==> src/rtl/aes0_ct_capture.sv <==
// Ciphertext capture stage for the AES-192 core: start-pulse generation, ct_valid wait
// with timeout, result capture with plaintext-scrub request, and a gated 32-bit read port.
module aes0_ct_capture #(
    parameter int CT_WIDTH       = 128,
    parameter int TIMEOUT_CYCLES = 64,
    parameter int CNT_W          = $clog2(TIMEOUT_CYCLES)
) (
    input  logic                clk_i,
    input  logic                rst_ni,
    input  logic                start_i,
    input  logic [CT_WIDTH-1:0] ct_i,
    input  logic                ct_valid_i,
    input  logic                debug_mode_i,
    input  logic                rd_lock_i,
    input  logic                rd_en_i,
    input  logic [1:0]          rd_idx_i,
    output logic [31:0]         rd_data_o,
    output logic                start_pulse_o,
    output logic                clr_pc_o,
    output logic                busy_o,
    output logic                done_o,
    output logic                timeout_o
);

    typedef enum logic [2:0] {ST_IDLE, ST_ARM, ST_WAIT, ST_DONE, ST_ERR} state_e;

    state_e            state_q, state_d;
    logic [CNT_W-1:0]  count_q, count_d;
    logic              start_q;
    logic              clr_pc_q;
    logic [3:0][31:0]  result_q;
    logic              rise;
    logic              capture;

    assign rise = start_i & ~start_q;

    always_comb begin
        state_d = state_q;
        count_d = count_q;
        capture = 1'b0;
        case (state_q)
            ST_IDLE: if (rise) state_d = ST_ARM;
            ST_ARM: begin
                count_d = '0;
                state_d = ST_WAIT;
            end
            ST_WAIT: begin
                // valid on the last counted cycle still wins over the timeout
                if (ct_valid_i) begin
                    capture = 1'b1;
                    state_d = ST_DONE;
                end else if (count_q == CNT_W'(TIMEOUT_CYCLES - 1)) begin
                    state_d = ST_ERR;
                end else begin
                    count_d = count_q + 1'b1;
                end
            end
            ST_DONE: if (rise) state_d = ST_ARM;
            ST_ERR:  if (rise) state_d = ST_ARM;
            default: state_d = ST_IDLE;
        endcase
    end

    always_ff @(posedge clk_i or negedge rst_ni) begin
        if (!rst_ni) begin
            state_q  <= ST_IDLE;
            count_q  <= '0;
            start_q  <= 1'b0;
            clr_pc_q <= 1'b0;
            result_q <= '0;
        end else begin
            state_q  <= state_d;
            count_q  <= count_d;
            start_q  <= start_i;
            clr_pc_q <= capture;
            // debug mode scrubs the result on every clock, including a capture edge
            if (debug_mode_i)  result_q <= '0;
            else if (capture)  result_q <= ct_i;
        end
    end

    assign start_pulse_o = (state_q == ST_ARM);
    assign busy_o        = (state_q == ST_ARM) || (state_q == ST_WAIT);
    assign done_o        = (state_q == ST_DONE);
    assign timeout_o     = (state_q == ST_ERR);
    assign clr_pc_o      = clr_pc_q;

    assign rd_data_o = (rd_en_i && !rd_lock_i && !debug_mode_i && state_q == ST_DONE)
                       ? result_q[rd_idx_i] : 32'h0;

endmodule

==> config.mk <==
export PLATFORM = sky130hd
export DESIGN_NAME = aes0_ct_capture
export DESIGN_NICKNAME = d
export VERILOG_FILES = /design/src/rtl/aes0_ct_capture.sv
export SDC_FILE = /design/constraint.sdc
export NUM_CORES = 1
export LEC_CHECK = 0
export BUFFER_PORTS_ARGS = -buffer_cell sky130_fd_sc_hd__buf_2
export CAP_MARGIN = 40
export CORE_MARGIN = 2
export CORE_UTILIZATION = 47
export CTS_CLUSTER_SIZE = 24
export DETAILED_ROUTE_END_ITERATION = 7
export GPL_ROUTABILITY_DRIVEN = 0
export PLACE_DENSITY = 0.87
export SKIP_CTS_REPAIR_TIMING = 1
export SLEW_MARGIN = 20
export SYNTH_ARGS = -nofsm -noshare
export SYNTH_HDL_FRONTEND = slang
export SYNTH_SLANG_ARGS = --single-unit
==> constraint.sdc <==
create_clock -name clk_i -period 2 [get_ports clk_i]
set_clock_uncertainty 0.15 [all_clocks]
set_input_delay 0.4 -clock clk_i [delete_from_list [all_inputs] [get_ports clk_i]]
set_output_delay 0.4 -clock clk_i [all_outputs]
set_load 0.01 [all_outputs]
# == Word-level counts from Yosys, hierarchy flattened ==
# Cells that the tools add are included.
# classes
n_addsub,1
n_lt_le_gt_ge,1
n_eq_ne,9
muxes,14
n_bitwise,2
n_reduce_logical,12
# op_table
op,n
$mux W128,2
$bmux W32 S2,1
$mux W32,2
$mux W6,2
$pmux W6 S2,1
$mux W3,3
$pmux W3 S3,1
$add A6 B1 Y6 const B,1
$eq A3 B2 Y1 const B,2
$eq A6 B6 Y1 const B,1
$ne A2 B2 Y1 const B,2
$reduce_bool A2 Y1,2
$eq A3 B1 Y1 const B,1
$eq A3 B3 Y1 const B,1
$logic_and A1 B1 Y1,3
$logic_not A3 Y1,1
$lt A2 B3 Y1 const B,1
$ne A3 B3 Y1 const B,1
$reduce_and A3 Y1,1
$reduce_or A3 Y1,1
$logic_not A1 Y1,2
$mux W1,2
$ne A2 B1 Y1 const B,1
$reduce_and A2 Y1,1
3 further kinds,3
# word_totals
regBits,139
input_bits,137
output_inout_bits,37
word_cells,47

# == Longest topological paths before layout ==
# depth
word_depth,5
mapped_depth,7
depth_no_buf,5

# == Least setup slack after synthesis ==
# OpenSTA, ideal clock, no wires.
# synth_path
kind,input to output
from,in rd_idx_i[0]
to,out rd_data_o[10]
arrival_time_ns,1.596
required_ns,1.450
path_slack_ns,-0.146
path_stages,4
path_buffers,2
cell_sequence,clkbuf_1 buf_2 mux4_2 nor2b_1
# synth_between
elab_chain_len,3
# synth_rtl
item,line_no,text
start: declaration,16,"input logic [1:0] rd_idx_i,"
$bmux W32 S2,89,? result_q[rd_idx_i] : 32'h0;
$mux W32 (implied by the code),89,
$mux W32,89,
end: declaration,17,"output logic [31:0] rd_data_o,"
# Every way passes these cells. The select of a mux whose other input is x is not followed.

# == Final worst setup path ==
# layout_path
from,reg state_q[2]
to,out rd_data_o[21]
# layout_between
elab_chain_len,3
# layout_rtl
item,line_no,text
start: declaration,27,"state_e state_q, state_d;"
start signal: assignment,72,state_q <= state_d;
$eq A3 B2 Y1,88,assign rd_data_o = (rd_en_i && !rd_lock_i && !debug_mode_i && state_q == ST_DONE)
$logic_and A1 B1 Y1,88,
$mux W32,89,
# Every way passes these cells.

==> impl_metrics.py <==
metrics = {
    "critical_path": {
        "ff2ff_path_depth": 7,
        "cp_slowest_cell": "dfrtp_2",
        "r2r_start": "state_q[2]",
        "crit_type": "flop to primary output",
        "rr_endpoint": "result_q[16]",
        "reg2reg_setup_slack_ns": 0.10,
        "cp.required_ns": 1.45,
        "worst_setup_path_end_kind": "primary output",
        "critPathLaunch": "state_q[2]",
        "crit_arrival_ns": 1.75,
        "critPathLaunchType": "flop",
        "cp_cell_sequence": "and3b_2 -> nand3_4 -> clkbuf_16 -> nor2b_1 -> buf_2",
        "cpPeakStageDelay_ns": 0.42,
        "path_max_fanout": 16,
    },
    "timing": {
        "fin_setup_tns_ns": -8.098,
        "fmax_mhz": 434.9,
        "worst_pin_slew_ns": 0.3988,
        "hold_viol_final": 0,
        "setup-violations-final": 32,
        "rsz0062_at_grt": "yes",
        "timing.final.crit_period_ns": 2.299,
        "hold_slack_ns": 0.05238,
        "fin_ws_ns": -0.2993,
        "drv_slew": 0,
        "finalCritPeriodShare_pct": 115.0,
        "timing.slew.headroom_pct": 73.04,
    },
    "yosys": {
        "synth_top_area_share_pct": 57.68,
        "async_flop_share_pct": 100.0,
        "ys_seq_area_share_pct": 57.68,
        "synth.distinct_cells": 35,
        "syn_area_per_cell_um2": 14.29,
        "yosysTopAreaCell": "dfrtp_1",
        "synthTopCellsByArea": "dfrtp_1, a22o_1, mux4_2, nor2b_1, buf_2",
        "dominantRegCellSynth": "dfrtp_1",
        "yosys-top-cells-count": "dfrtp_1, a22o_1, nor2b_1, mux4_2, buf_2",
        "synth-edff-count": 0,
        "syn_nets": 560,
        "yosys_warnings": 0,
        "synth_seq_cells": 139,
        "synth_cells": 422,
        "yosysMostFrequentCell": "dfrtp_1",
        "syn_area_um2": 6031,
    },
    "layout": {
        "stdcell_count": 782,
        "syn_to_final_growth_pct": 31.37,
        "seq_area_um2": 3481,
        "drive_gt1_share_pct": 45.39,
        "fillers": 926,
        "nets": 733,
        "fin_area_um2": 7923,
        "multi_input_comb_area_um2": 2400,
    },
    "drt": {
        "drcViolationCount": 0,
        "vias": 4525,
        "viasPerCell": 5.786,
        "ant_nets": 0,
        "wire_per_inst_um": 19.55,
        "wl_um": 15290,
        "firstDrtPassIters": 4,
        "drt_iter0_drc": 363,
    },
    "floorplan": {
        "die_w_um": 117.3,
        "chipHeight_um": 117.3,
        "pin_count": 174,
        "rows": 41,
        "start_util_pct": 47.98,
        "design.core.area_um2": 12570,
        "die_area_um2": 13750,
    },
    "clock_tree": {
        "cts_root_buffer": "clkbuf_16",
        "cts_tree": "done",
        "cts_made_buffers": 17,
        "clock-sinks": 139,
        "clockBufferDepth": 2,
        "clk-insertion-delay-late_ns": 0.41,
        "clkTransAtPathRegs_ns": 0.05,
        "htreeDepth": 4,
    },
    "power": {
        "switching_power_mw": 2.193,
        "ir_worst_vdd_mv": 0.5531,
        "p_int_mw": 6.167,
        "cellLeakagePower_nw": 3.902,
        "seqPwrFrac_pct": 42.3,
        "swShare_pct": 26.23,
        "power_density_nw_per_um2": 1055,
        "clkPwrFrac_pct": 37.4,
        "comb_power_share_pct": 20.3,
    },
    "grt": {
        "antenna_found_initial": 3,
        "track_usage_pct": 22.15,
        "grt_pass1_wl_um": 22920,
        "grt-ovfl-total": 0,
        "grt_max_degree": 66,
        "grt_pass1_vias": 4588,
    },
    "min_path": {
        "hold_path_class": "primary input to flop",
        "hold_depth": 2,
        "holdPathEnd": "result_q[84]",
        "min_from": "ct_i[84]",
    },
    "run": {
        "drv_cap": 0,
    },
    "place": {
        "dp_cells": 744,
        "hpwl_um": 10180,
        "io_buffers": 173,
        "placed_area_um2": 7228,
    },
    "run_status": {
        "violations": "setup timing",
        "status": "finished, violations left",
    },
}
[routing by layer]
layer,routed length (µm),GRT usage [%],vias up
met5,16,0,-
met4,269,8.706,2
met3,1160,7.981,21
met2,7466,34.79,187
met1,6371,28.25,2316
li1,-,-,1999
[placed cells by master, fill, tap and decap left out, drive strengths merged, types with 3 or more instances in the layout]
| cell | Yosys | layout |
|---|---|---|
| buf | 25 | 192 |
| dfrtp | 139 | 139 |
| a22o | 129 | 129 |
| nor2b | 33 | 33 |
| mux4 | 32 | 32 |
| clkbuf | 16 | 26 |
| nor2 | 6 | 6 |
| nand2 | 5 | 5 |
| a21oi | 5 | 5 |
| clkinv | 0 | 5 |
| o21ai | 4 | 4 |
| inv | 3 | 3 |
| and3 | 3 | 3 |
| nand3 | 3 | 3 |
[area by class of cell]
class,count,share of cell area [%]
antenna,2,0.06317
clock buffer,25,6.507
clock inverter,7,1.074
inverter,3,0.1421
multi-input combinational,239,30.29
sequential,139,43.94
tap,172,2.716
timing repair buffer,195,15.27
[worst max-delay path: cells and delay by family (launching register included)]
kind	cells	cell delay, ns
AND/OR/NAND/NOR	3	0.55
flip-flops	1	0.42
buffers and inverters	2	0.36
[worst max-delay path by stage]
stage                     slack, ns             to  cells past startpoint
after floorplan                0.04  rd_data_o[10]                      4
after CTS                     -0.37  rd_data_o[17]                      5
after global routing          -0.36  rd_data_o[14]                      5
after detailed placement      -0.12  rd_data_o[17]                      5
after global placement        -0.09  rd_data_o[27]                      5
final                         -0.30  rd_data_o[21]                      5
[state kept, by name, indices dropped and copies added (netlist names)]
name      cells
result_q    128
state_q       3
start_q       1
clr_pc_o      1
count_q       6
[kinds of logic (layout without fill, tap and decap cells)]
logic type	Yosys count	in the layout	share of synthesized area, %
flip-flops	139	139	57.68
adder cells (fa/ha/maj)	1	1	0.2074
AND/OR/NAND/NOR	57	57	5.581
XOR/XNOR	2	2	0.2905
AO/OA/AOI/OAI	146	146	20.77
multiplexers	33	33	12.14
buffers and inverters	44	230	3.340
other	0	2	0
[stage by stage]
step	util (%)	power, mW	setup slack [ns]
3_3_place_gp	57.51	5.126	-0.09431
2_1_floorplan	-	4.587	0.04072
3_5_place_dp	57.51	5.235	-0.1244
6_report	63.04	8.361	-0.2993
5_1_grt	63.00	8.720	-0.3592
4_1_cts	62.29	8.382	-0.3718
[power by group through the flow]
stage	registers, mW	logic, mW	clock network, mW
final	3.54	1.69	3.13
after global routing	3.58	1.84	3.30
after CTS	3.53	1.67	3.18
after detailed placement	3.57	1.66	0
after global placement	3.54	1.59	0
after floorplan	3.45	1.13	0
Power figures use the tool's default switching activity.
